[config.mk]
export PLATFORM = sky130hd
export DESIGN_NAME = mips_multicycle_controller
export DESIGN_NICKNAME = d
export VERILOG_FILES = /design/src/rtl/mips_multicycle_controller_pkg.sv /design/src/rtl/mips_multicycle_controller_alu_decoder.sv /design/src/rtl/mips_multicycle_controller.sv
export SDC_FILE = /design/constraint.sdc
export NUM_CORES = 1
export LEC_CHECK = 0
export CAP_MARGIN = 20
export CORE_MARGIN = 2
export CORE_UTILIZATION = 35
export DETAILED_ROUTE_END_ITERATION = 16
export PLACE_DENSITY = 0.74
export REMOVE_ABC_BUFFERS = 1
export SLEW_MARGIN = 30
export SYNTH_ARGS = -nofsm -noshare
export SYNTH_HDL_FRONTEND = slang
export SYNTH_SLANG_ARGS = --single-unit
[constraint.sdc]
create_clock -name clk -period 2.4 [get_ports clk]
set_input_delay 0.48 -clock clk [delete_from_list [all_inputs] [get_ports clk]]
set_output_delay 0.48 -clock clk [all_outputs]
set_load 0.005 [all_outputs]
[src/rtl/mips_multicycle_controller_pkg.sv]
// Shared encodings for the multicycle MIPS control unit: FSM states,
// opcode/funct values, ALU control codes and ALU operand-B selects.
package mips_multicycle_controller_pkg;

  typedef enum logic [3:0] {
    S_FETCH    = 4'd0,
    S_DECODE   = 4'd1,
    S_MEMADR   = 4'd2,
    S_MEMREAD  = 4'd3,
    S_MEMWB    = 4'd4,
    S_MEMWRITE = 4'd5,
    S_EXECUTE  = 4'd6,
    S_ALUWB    = 4'd7,
    S_BRANCH   = 4'd8,
    S_ADDIEX   = 4'd9,
    S_ADDIWB   = 4'd10
  } state_t;

  localparam logic [5:0] OP_RTYPE = 6'b000000;
  localparam logic [5:0] OP_LW    = 6'b100011;
  localparam logic [5:0] OP_SW    = 6'b101011;
  localparam logic [5:0] OP_BEQ   = 6'b000100;
  localparam logic [5:0] OP_ADDI  = 6'b001000;

  localparam logic [5:0] FN_ADD = 6'b100000;
  localparam logic [5:0] FN_SUB = 6'b100010;
  localparam logic [5:0] FN_AND = 6'b100100;
  localparam logic [5:0] FN_OR  = 6'b100101;
  localparam logic [5:0] FN_SLT = 6'b101010;

  localparam logic [2:0] ALU_ADD = 3'b010;
  localparam logic [2:0] ALU_SUB = 3'b110;
  localparam logic [2:0] ALU_AND = 3'b000;
  localparam logic [2:0] ALU_OR  = 3'b001;
  localparam logic [2:0] ALU_SLT = 3'b111;

  localparam logic [1:0] SRCB_REG  = 2'b00;
  localparam logic [1:0] SRCB_ONE  = 2'b01;
  localparam logic [1:0] SRCB_IMM  = 2'b10;
  localparam logic [1:0] SRCB_IMM4 = 2'b11;

  // ALU operation class handed from the FSM to the ALU decoder
  localparam logic [1:0] AOP_ADD   = 2'b00;
  localparam logic [1:0] AOP_SUB   = 2'b01;
  localparam logic [1:0] AOP_FUNCT = 2'b10;

endpackage

[src/rtl/mips_multicycle_controller_alu_decoder.sv]
// ALU decoder: maps the FSM's operation class plus the R-type funct field
// to an ALUControl code; flags funct values the ALU cannot execute.
module mips_alu_decoder
  import mips_multicycle_controller_pkg::*;
(
  input  logic [1:0] aluop,
  input  logic [5:0] funct,
  output logic [2:0] alu_control,
  output logic       funct_illegal
);

  // Unknown functs fall back to add so the writeback still has a defined result
  always_comb begin
    alu_control   = ALU_ADD;
    funct_illegal = 1'b0;
    case (aluop)
      AOP_SUB:   alu_control = ALU_SUB;
      AOP_FUNCT: begin
        case (funct)
          FN_ADD:  alu_control = ALU_ADD;
          FN_SUB:  alu_control = ALU_SUB;
          FN_AND:  alu_control = ALU_AND;
          FN_OR:   alu_control = ALU_OR;
          FN_SLT:  alu_control = ALU_SLT;
          default: funct_illegal = 1'b1;
        endcase
      end
      default:   alu_control = ALU_ADD;
    endcase
  end

endmodule

[src/rtl/mips_multicycle_controller.sv]
// Moore multicycle control unit for the shared-memory MIPS datapath.
// One state per cycle; outputs decode from the current state (PCEn in
// BRANCH also follows zero). Write enables are masked while rst is high.
module mips_multicycle_controller
  import mips_multicycle_controller_pkg::*;
(
  input  logic       clk,
  input  logic       rst,
  input  logic [5:0] opcode,
  input  logic [5:0] funct,
  input  logic       zero,
  output logic       PCEn,
  output logic       IorD,
  output logic       Memwrite,
  output logic       IRWrite,
  output logic       RegDst,
  output logic       MemtoReg,
  output logic       RegWrite,
  output logic       ALUsrcA,
  output logic [1:0] ALUsrcB,
  output logic [2:0] ALUControl,
  output logic       PCsrc,
  output logic [3:0] state_dbg,
  output logic       illegal_op
);

  state_t     state_q, state_d, dec_state;
  logic       illegal_q, illegal_d;
  logic [1:0] aluop;
  logic       alu_used;
  logic [2:0] alu_ctrl;
  logic       funct_illegal;
  logic       pcen_raw, memwrite_raw, irwrite_raw, regwrite_raw;

  mips_alu_decoder u_alu_dec (
    .aluop         (aluop),
    .funct         (funct),
    .alu_control   (alu_ctrl),
    .funct_illegal (funct_illegal)
  );

  // State and sticky illegal flag registers
  always_ff @(posedge clk) begin
    state_q   <= state_d;
    illegal_q <= illegal_d;
  end

  // Next-state and output decode; reset decodes as FETCH
  always_comb begin
    state_d      = S_FETCH;
    illegal_d    = illegal_q;
    dec_state    = rst ? S_FETCH : state_q;
    aluop        = AOP_ADD;
    alu_used     = 1'b0;
    pcen_raw     = 1'b0;
    memwrite_raw = 1'b0;
    irwrite_raw  = 1'b0;
    regwrite_raw = 1'b0;
    IorD         = 1'b0;
    RegDst       = 1'b0;
    MemtoReg     = 1'b0;
    ALUsrcA      = 1'b0;
    ALUsrcB      = SRCB_REG;
    PCsrc        = 1'b0;
    case (dec_state)
      S_FETCH: begin
        irwrite_raw = 1'b1;
        ALUsrcB     = SRCB_ONE;
        alu_used    = 1'b1;
        pcen_raw    = 1'b1;
        state_d     = S_DECODE;
      end
      S_DECODE: begin
        // Word-addressed memory: branch target is PC+1+SignImm, no shift
        ALUsrcB  = SRCB_IMM;
        alu_used = 1'b1;
        case (opcode)
          OP_LW, OP_SW: state_d = S_MEMADR;
          OP_RTYPE:     state_d = S_EXECUTE;
          OP_BEQ:       state_d = S_BRANCH;
          OP_ADDI:      state_d = S_ADDIEX;
          default: begin
            state_d   = S_FETCH;
            illegal_d = 1'b1;
          end
        endcase
      end
      S_MEMADR: begin
        ALUsrcA  = 1'b1;
        ALUsrcB  = SRCB_IMM;
        alu_used = 1'b1;
        state_d  = (opcode == OP_SW) ? S_MEMWRITE : S_MEMREAD;
      end
      S_MEMREAD: begin
        IorD    = 1'b1;
        state_d = S_MEMWB;
      end
      S_MEMWB: begin
        MemtoReg     = 1'b1;
        regwrite_raw = 1'b1;
      end
      S_MEMWRITE: begin
        IorD         = 1'b1;
        memwrite_raw = 1'b1;
      end
      S_EXECUTE: begin
        ALUsrcA  = 1'b1;
        aluop    = AOP_FUNCT;
        alu_used = 1'b1;
        state_d  = S_ALUWB;
        if (funct_illegal) illegal_d = 1'b1;
      end
      S_ALUWB: begin
        RegDst       = 1'b1;
        regwrite_raw = 1'b1;
      end
      S_BRANCH: begin
        ALUsrcA  = 1'b1;
        aluop    = AOP_SUB;
        alu_used = 1'b1;
        PCsrc    = 1'b1;
        pcen_raw = zero;
      end
      S_ADDIEX: begin
        ALUsrcA  = 1'b1;
        ALUsrcB  = SRCB_IMM;
        alu_used = 1'b1;
        state_d  = S_ADDIWB;
      end
      S_ADDIWB: regwrite_raw = 1'b1;
      default:  state_d = S_FETCH;
    endcase
    if (rst) begin
      state_d   = S_FETCH;
      illegal_d = 1'b0;
    end
  end

  assign ALUControl = alu_used ? alu_ctrl : 3'b000;
  assign PCEn       = pcen_raw & ~rst;
  assign Memwrite   = memwrite_raw & ~rst;
  assign IRWrite    = irwrite_raw & ~rst;
  assign RegWrite   = regwrite_raw & ~rst;
  assign state_dbg  = state_q;
  assign illegal_op = illegal_q;

endmodule

# ---- Yosys cells after proc, flatten, opt, wreduce, memory -nomap -nowiden
# Index checks and enable logic that the tools add are counted.
dict set report word_totals {
  register_bits 5
  input_bits 15
  out_inout_bits 19
  word_cells 66
}
dict set report classes {
  eq_ne 23
  mux 24
  n_bitwise 5
  reduce_logical 12
}
# operator count
set op_table {}
lappend op_table {{$eq A6 B6 Y1 const B} 7}
lappend op_table {{$pmux W4 S6} 1}
lappend op_table {{$eq A4 B3 Y1 const B} 4}
lappend op_table {{$pmux W4 S4} 1}
lappend op_table {{$mux W1} 13}
lappend op_table {{$eq A4 B4 Y1 const B} 3}
lappend op_table {{$pmux W3 S4} 1}
lappend op_table {{$reduce_or A5 Y1} 2}
lappend op_table {{$eq A4 B2 Y1 const B} 2}
lappend op_table {{$pmux W2 S2} 2}
lappend op_table {{$eq A6 B3 Y1 const B} 1}
lappend op_table {{$eq A6 B4 Y1 const B} 1}
lappend op_table {{$logic_not A6 Y1} 1}
lappend op_table {{$mux W3} 2}
lappend op_table {{$pmux W3 S2} 1}
lappend op_table {{$reduce_or A3 Y1} 2}
lappend op_table {{$reduce_or A6 Y1} 1}
lappend op_table {{$and A1 B1 Y1} 4}
lappend op_table {{$eq A4 B1 Y1 const B} 1}
lappend op_table {{$logic_not A4 Y1} 1}
lappend op_table {{$mux W4} 1}
lappend op_table {{$ne A2 B2 Y1 const B} 2}
lappend op_table {{$pmux W1 S2} 2}
lappend op_table {{$reduce_or A2 Y1} 2}
lappend op_table {{6 further kinds} 6}

# ---- Depth between registers and ports, before layout
# Gate-level depths: netlist of the first run.
dict set report logic_depth {
  depth_word 7
  mapped_depth 10
  ltp_nobuf 9
}

# ---- Hierarchy
# From an unflattened synthesis of the first run, not the netlist that was laid out.
dict set report hier_totals {
  hier_cells 91
  area_unflattened_um2 630.6
}
# mod n_inst cells_per_inst area_per_inst_um2 seq_area_each_um2
set modules_own_cells {}
lappend modules_own_cells {mips_multicycle_controller 1 71 481.7 100.1}
lappend modules_own_cells {mips_alu_decoder 1 20 148.9 0.0}

# ---- Least setup slack after synthesis of the first run
# No wires, ideal clock.
dict set report synth_timing {
  path_type {input-to-output}
  start {input rst}
  end {output ALUControl[0]}
  arrival_time_ps 1745
  t_required_ps 1920
  slack_ps 175
  stages 6
  cell_sequence {or3_1 nor2_1 nand2_1 ha_1 or2_1 nor3_1}
}
dict set report synth_between {
  elab_chain_len 6
}
# element line
set synth_rtl {}
lappend synth_rtl {{start, declared} mips_multicycle_controller.sv:8} ;# input logic rst,
lappend synth_rtl {{$mux W4 *} mips_multicycle_controller.sv:52} ;# dec_state = rst ? S_FETCH : state_q;
lappend synth_rtl {{$eq A4 B4 Y1 / $eq A4 B3 Y1 (equally long branches)} mips_multicycle_controller.sv:65} ;# case (dec_state)
lappend synth_rtl {{$pmux W2 S2} mips_multicycle_controller.sv:65}
lappend synth_rtl {{$eq A2 B2 Y1 / $eq A2 B1 Y1 (equally long branches)} mips_multicycle_controller_alu_decoder.sv:16} ;# case (aluop)
lappend synth_rtl {{$pmux W3 S2} mips_multicycle_controller_alu_decoder.sv:16}
lappend synth_rtl {{$mux W3 *} mips_multicycle_controller.sv:139} ;# assign ALUControl = alu_used ? alu_ctrl : 3'b000;
lappend synth_rtl {{end, declared} mips_multicycle_controller.sv:21} ;# output logic [2:0] ALUControl,
# Every way passes the cells marked *; elsewhere a longest branch is shown, timed or not.

# ---- Final worst setup path of the first run
# Same ends and word-level chain as after synthesis.

==> results of run 1 <==
area by class of cell:
| type | count | area, um2 |
|---|---|---|
| Tap cell | 17 | 21.3 |
| Timing Repair Buffer | 56 | 487 |
| Inverter | 6 | 22.5 |
| Fill cell | 147 | 499 |
| Sequential cell | 5 | 100 |
| Clock buffer | 4 | 26.3 |
| Multi-Input combinational cell | 76 | 533 |
worst paths after layout:
kind | cells after the start | endpoint | start | slack (ns)
worst max-delay path | 8 | ALUControl[0] | rst | 0.05
worst min register to register | 1 | illegal_op$_SDFFE_PP0P_ | illegal_op$_SDFFE_PP0P_ | 0.55
worst max register to register | 9 | illegal_op$_SDFFE_PP0P_ | state_dbg[2]$_SDFF_PP0_ | 0.77
worst min-delay path | 1 | illegal_op$_SDFFE_PP0P_ | illegal_op$_SDFFE_PP0P_ | 0.55
layer usage:
metal,share of wire,vias up,GRT usage
li1,-,442,-
met1,0.43,399,0.233
met2,0.51,20,0.314
met3,0.046,4,0.0275
met4,0.014,0,0.103
met5,0,-,0
logic make-up (layout without fill, tap and decap cells):
family | count (synthesis) | count (layout) | synth area share
flip-flops | 5 | 5 | 0.162
adder cells (fa/ha/maj) | 2 | 2 | 0.0404
multiplexers | 1 | 1 | 0.0162
AO/OA/AOI/OAI | 21 | 21 | 0.242
AND/OR/NAND/NOR | 50 | 50 | 0.440
XOR/XNOR | 2 | 2 | 0.0283
buffers and inverters | 11 | 66 | 0.0707
state kept, by name (all words and copies together), names as in the netlist:
| name | cells |
|---|---|
| illegal_op | 1 |
| state_dbg | 4 |
cells in the final DEF (no fill, tap or decap), types with 3 or more instances in the layout:
cell / n
a21oi_1: 4
a31oi_1: 3
buf_2: 3
buf_4: 21
clkbuf_4: 3
clkdlybuf4s50_1: 26
dfxtp_1: 5
dlygate4sd2_1: 3
inv_1: 3
inv_2: 3
nand2_1: 4
nand2b_1: 3
nor2_1: 11
nor3_1: 8
critical path, stage by stage:
cell     delay, ns
buf_2         0.11
or3_4         0.40
nor2_4        0.09
nand2_2       0.08
ha_4          0.26
or2_4         0.23
nor3_2        0.09
buf_2         0.13
where the power goes:
| part | switching [W] | internal [W] |
|---|---|---|
| clock | 0.0000340 | 0.0000628 |
| sequential | 0.00000328 | 0.0000872 |
| combinational | 0.0000420 | 0.0000627 |
per-stage QoR:
step	utilization	setup slack, ns	hold WS (ns)	total power, W	TNS (ns)
CTS	0.682	-0.0187	0.558	0.000293	-0.0187
global route	0.704	-0.00706	0.587	0.000309	-0.0116
floorplan	-	0.168	0.539	0.000123	0
finish	0.704	0.0508	0.549	0.000292	0
detailed placement	0.660	-0.790	0.549	0.000192	-2.83
global placement	0.660	-0.720	0.542	0.000190	-2.51
timing repair:
action | in CTS | in global routing
setup endpoints to repair | 10 | 4
pin swaps | 6 | 5
resized for setup | 20 | 14
setup buffers | 1 | 0
==> results by group, run 1 <==
Synthesis
  – Top cell type's share of synthesized area: 0.162
  – Synth area leaders: dfxtp_1, nor3_1, nor2_1
  – Synth cell count leaders: nor2_1, nor3_1, nand2_1, dfxtp_1, inv_1
  – Dominant cell type by area after synthesis: dfxtp_1
  – EDFF count, synth: 0
  – Library cells used by synthesis: 38
  – Post-Syn Instances: 92
  – Avg Synthesized Cell Area: 6.73 um2
  – Post-synth ARST share: 0
  – Post-synthesis sequential area ratio: 0.162
  – Flops & latches, synth: 5
  – Main synth FF type: dfxtp_1
  – Synth Cell Area: 619 um2
  – Count leader, synth: nor2_1
  – Synth warnings: 0

Drt
  – ANT nets after route: 0
  – Total vias in the final route: 865
  – DRC Markers: 0
  – Detailed-route wire length per cell: 12.3 um
  – Vias/cell: 5.27
  – Routed WL: 2.02 mm
  – DR pass1 iterations: 4
  – Starting DRT DRC Count: 9

Power and ir drop
  – Max rail drop VDD: 0.240 mV
  – Static Leak: 0.513 nW
  – Pwr dens: 245 mW/mm2

Critical path
  – Crit path launch type: input pin
  – Critical Path RT: 1.92 ns
  – Worst setup EP type: output pin
  – Worst-path fanout max: 2
  – Setup CP Type: input pin to output pin
  – Crit path DAT: 1.87 ns

Place
  – Port Buffers: 33
  – GPL Wtd Cong: 0.794
  – Post-Place Cells: 159
  – DP HPWL: 1.54 mm
  – Cell area after placement: 0.00111 mm2

Outcome
  – Outcome: finished clean

Min path
  – Worst hold path class: flip-flop to flip-flop

STA
  – # setup viols final: 0
  – Period minus WS final: 2.35 ns
  – Final period util: 0.979
  – Final-report max-slew violation count: 0
  – Hold Vio Cnt, Final: 0
  – Worst slew pin tran: 0.283 ns
  – Rel. slew slack: 0.810
  – Final clock skew: 0.00350 ns
  – Fmax: 426 MHz

Global route
  – Vias in the first global route: 759
  – Total GRT Usage: 0.190
  – Largest net degree at the start of global routing: 16
  – Initial antenna violation count: 0
  – First-pass GRT wire length: 2.96 mm
  – GR Overflow Total: 0

Clock network
  – Max Root-Sink Buffers: 2
  – Max H-tree Level: 1
  – Clk root buf: clkbuf_4
  – CTS tree: yes
  – Clk Latency, worst-skew pair: 0.24 ns
  – Hold_buf cts: 0
  – CTS sink count: 5
  – Clk pin slew, worst setup/hold paths: 0.04 ns
  – Num CTS Buffers: 3

Layout
  – Share of layout cells above drive strength 1: 0.313
  – Nets: 165
  – Area growth syn-to-layout: 92.1%
  – Post-Layout Inst Area: 0.00119 mm2
  – Fin cells: 164
  – Ant. Diodes: 0

Job
  – Number of max-cap violations: 0

Floorplan
  – Die width: 46.1 um
  – Initial Util: 0.367
  – Row cnt: 15
  – DIE HEIGHT: 46.1 um
  – Core region area: 0.00169 mm2
  – Die area: 0.00212 mm2
  – Io pins: 34
Note: power is estimated with default switching activity, not from simulation.
==> run 2, diff against run 1 <==
--- a/config.mk
+++ b/config.mk
@@ -5,6 +5,7 @@
 export SDC_FILE = /design/constraint.sdc
 export NUM_CORES = 1
 export LEC_CHECK = 0
+export ABC_AREA = 1
 export CAP_MARGIN = 20
 export CORE_MARGIN = 2
 export CORE_UTILIZATION = 35
==> run 2 against run 1 <==
  * Register-to-register slack barely moved
  * Setup slack improved by 0.062 ns
  * Cell count grew 20%
  * Clock-buffer cell count did not move
  * Critical path depth grew 2
  * Combinational power is 5% lower
  * Highest routed layer unchanged
  * Via count rose by 9.0%
  * Sequential share of layout area decreased by 0.17 points
  * Routed wire length up 2.6%
  * Utilization is 10 points higher
  * Critical endpoint unchanged
  * Total power decreased by 0.97%
  * Die area shrank 2.6%
==> results by group, run 2 <==
Outcome
  – Outcome: finished clean

STA
  – Rel. slew slack: 0.836 (+0.0264)
  – Period minus WS final: 2.29 ns (-0.0624 ns)
  – # setup viols final: 0 (unchanged)
  – Worst slew pin tran: 0.245 ns (-0.0375 ns)
  – Final period util: 0.953 (-0.0260)
  – Final clock skew: 0.00460 ns (+0.00109 ns)
  – Setup TNS: 0 ns (unchanged)
  – Hold Vio Cnt, Final: 0 (unchanged)
  – Unrepaired setup endpoints after global routing: false
  – Fmax: 437 MHz (+2.7%)
  – Final-report max-slew violation count: 0 (unchanged)

Clock network
  – Max Root-Sink Buffers: 2 (unchanged)
  – Hold_buf cts: 0 (unchanged)
  – Clk Latency, worst-skew pair: 0.25 ns (about the same)
  – CTS tree: yes
  – Clk pin slew, worst setup/hold paths: 0.05 ns (about the same)
  – Num CTS Buffers: 3 (unchanged)
  – Clk root buf: clkbuf_4
  – Max H-tree Level: 1 (unchanged)
  – CTS sink count: 5 (unchanged)

Power and ir drop
  – Static Leak: 0.597 nW (+16%)
  – Max rail drop VDD: 0.313 mV (+30%)
  – Pwr dens: 229 mW/mm2 (-6.5%)
  – Power Total: 0.000289 W (-0.97%)

Drt
  – ANT nets after route: 0 (unchanged)
  – Detailed-route wire length per cell: 10.5 um (-15%)
  – Starting DRT DRC Count: 9 (unchanged)
  – Routed WL: 2.07 mm (+2.6%)
  – Total vias in the final route: 943 (+9.0%)
  – DRC Markers: 0 (unchanged)
  – Vias/cell: 4.79 (-9.2%)
  – DR pass1 iterations: 4 (unchanged)

Floorplan
  – Row cnt: 14 (-1)
  – Core region area: 0.00156 mm2 (-7.7%)
  – Die area: 0.00207 mm2 (-2.6%)
  – Die width: 45.5 um (-1.3%)
  – Initial Util: 0.386 (+0.0194)
  – DIE HEIGHT: 45.5 um (-1.3%)
  – Io pins: 34 (unchanged)

Critical path
  – Worst R2R End: illegal_op$_SDFFE_PP0P_
  – Crit path launch type: flip-flop
  – Setup CP Type: flip-flop to output pin
  – Reg2reg path depth: 13 (+4)
  – Reg2reg setup slack: 0.77 ns (about the same)
  – Worst-path fanout max: 4 (+2)
  – Worst setup EP type: output pin
  – R2r startpoint: state_dbg[1]$_SDFF_PP0_
  – Crit path DAT: 1.81 ns (-0.06 ns)
  – Critical Path RT: 1.92 ns (about the same)

Place
  – GPL Wtd Cong: 0.874 (+10%)
  – DP HPWL: 1.69 mm (+9.6%)
  – Post-Place Cells: 190 (+19%)
  – Port Buffers: 33 (unchanged)

Synthesis
  – Post-synth ARST share: 0 (unchanged)
  – Count leader, synth: nor2_1
  – Top cell type's share of synthesized area: 0.168 (+0.00678)
  – Synth cell count leaders: nor2_1, inv_1, nand2_1, o21ai_0, nand3_1
  – Post-synthesis sequential area ratio: 0.166 (+0.00470)
  – Library cells used by synthesis: 18 (-53%)
  – Synth Cell Area: 602 um2 (-2.8%)
  – Main synth FF type: dfxtp_1
  – Flops & latches, synth: 5 (unchanged)
  – Avg Synthesized Cell Area: 5.42 um2 (-19%)
  – Post-Syn Instances: 111 (+21%)
  – Synth area leaders: nor2_1, dfxtp_1, inv_1
  – Synth warnings: 0 (unchanged)
  – Dominant cell type by area after synthesis: nor2_1
  – EDFF count, synth: 0 (unchanged)

Min path
  – Hold EP: illegal_op$_SDFFE_PP0P_
  – Worst hold path startpoint: illegal_op$_SDFFE_PP0P_
  – Hold path cells: 2 (+1)
  – Worst hold path class: flip-flop to flip-flop

Global route
  – GR Overflow Total: 0 (unchanged)
  – GR Util met3: 0.0476 (+0.0202)
  – GR met2 Demand/Resource: 0.383 (+0.0692)
  – Global routing's busiest layer: met2
  – Met1 usage: 0.270 (+0.0368)
  – Largest net degree at the start of global routing: 6 (-10)
  – First-pass GRT wire length: 3.41 mm (+15%)
  – Initial antenna violation count: 0 (unchanged)
  – Vias in the first global route: 891 (+17%)
  – Total GRT Usage: 0.229 (+0.0395)

Job
  – Number of max-cap violations: 0 (unchanged)

Layout
  – Fin cells: 197 (+20%)
  – Share of layout cells above drive strength 1: 0.343 (+0.0296)
  – Number of flip-flops in the largest register: 4 (unchanged)
  – Ant. Diodes: 0 (unchanged)
  – Commonest cells after routing, fill and taps aside: buf_4, clkdlybuf4s50_1, nor2_1
  – Fin util: 0.808 (+0.104)
  – Nets: 199 (+21%)
  – Area growth syn-to-layout: 109%
  – Most common cell after layout, fill and taps aside: buf_4
==> run 2: cell count changes in the layout (fill, tap and decap cells not counted), moves of 8 or more <==
cell     previous run  this run
nand3_1             2        10
nand2_1             4        12
buf_4              21        34
inv_1               3        18
o21ai_0             2        10
nor3_1              8         0
nor2_1             11        23
==> run 2: worst max-delay path, stage by stage (launching register included) <==
cell and delay [ns]:
dfxtp_1 0.33, inv_2 0.06, nor2_4 0.12, buf_4 0.14, nand2_2 0.07, nor2_4 0.11, ha_2 0.27, inv_1 0.06
nand2_1 0.07, nor2_1 0.11, clkdlybuf4s15_1 0.21
==> run 2: logic make-up after synthesis <==
group | after synthesis | share of synthesized area
adder cells (fa/ha/maj) | 2 | 0.0416
flip-flops | 5 | 0.166
buffers and inverters | 26 | 0.162
AO/OA/AOI/OAI | 15 | 0.133
AND/OR/NAND/NOR | 63 | 0.497
==> run 2: what timing repair did <==
action	in CTS	in global routing
setup buffers	2	1
endpoints found under the setup margin	14	4
resized for setup	20	14
pin swaps	4	4
==> run 2: final cells by class <==
cell class / instances / area, um2
Timing Repair Buffer: 66 / 571
Multi-Input combinational cell: 80 / 442
Fill cell: 109 / 299
Sequential cell: 5 / 104
Inverter: 26 / 97.6
Clock buffer: 4 / 26.3
Tap cell: 16 / 20.0
==> run 2: through the flow <==
stage	setup slack (ns)	cell area [um2]	hold WS (ns)
2_1_floorplan	0.264	602	0.441
3_3_place_gp	-0.636	1180	0.431
3_5_place_dp	-0.711	1180	0.437
4_1_cts	0.00690	1230	0.444
5_1_grt	0.0129	1260	0.470
6_report	0.113	1260	0.441
==> run 2: how the worst max path moves through the flow <==
stage,start,cells past startpoint,slack [ns],to
after global routing,state_dbg[2]$_SDFF_PP0_,7,0.01,MemtoReg
final,state_dbg[1]$_SDFF_PP0_,10,0.11,ALUControl[0]
after global placement,rst,12,-0.64,ALUControl[1]
after detailed placement,rst,12,-0.71,ALUControl[1]
after floorplan,rst,11,0.26,ALUControl[1]
after CTS,state_dbg[1]$_SDFF_PP0_,12,0.007,ALUControl[1]
==> run 2: layer usage <==
| metal | vias up | wire (um) |
|---|---|---|
| li1 | 486 | - |
| met1 | 426 | 868 |
| met2 | 25 | 1070 |
| met3 | 6 | 75 |
| met4 | 0 | 58 |
| met5 | - | 0 |
==> run 2: report_power, final <==
group	switching (W)	internal, W
registers	0.00000168	0.0000853
logic	0.0000409	0.0000590
clock network	0.0000390	0.0000631
==> run 3, diff against run 2 <==
--- a/config.mk
+++ b/config.mk
@@ -9,6 +9,7 @@
 export CAP_MARGIN = 20
 export CORE_MARGIN = 2
 export CORE_UTILIZATION = 35
+export CTS_CLUSTER_SIZE = 10
 export DETAILED_ROUTE_END_ITERATION = 16
 export PLACE_DENSITY = 0.74
 export REMOVE_ABC_BUFFERS = 1
==> results of run 3 <==
No change in the layout: final DEF, timing and power equal those of run 2.
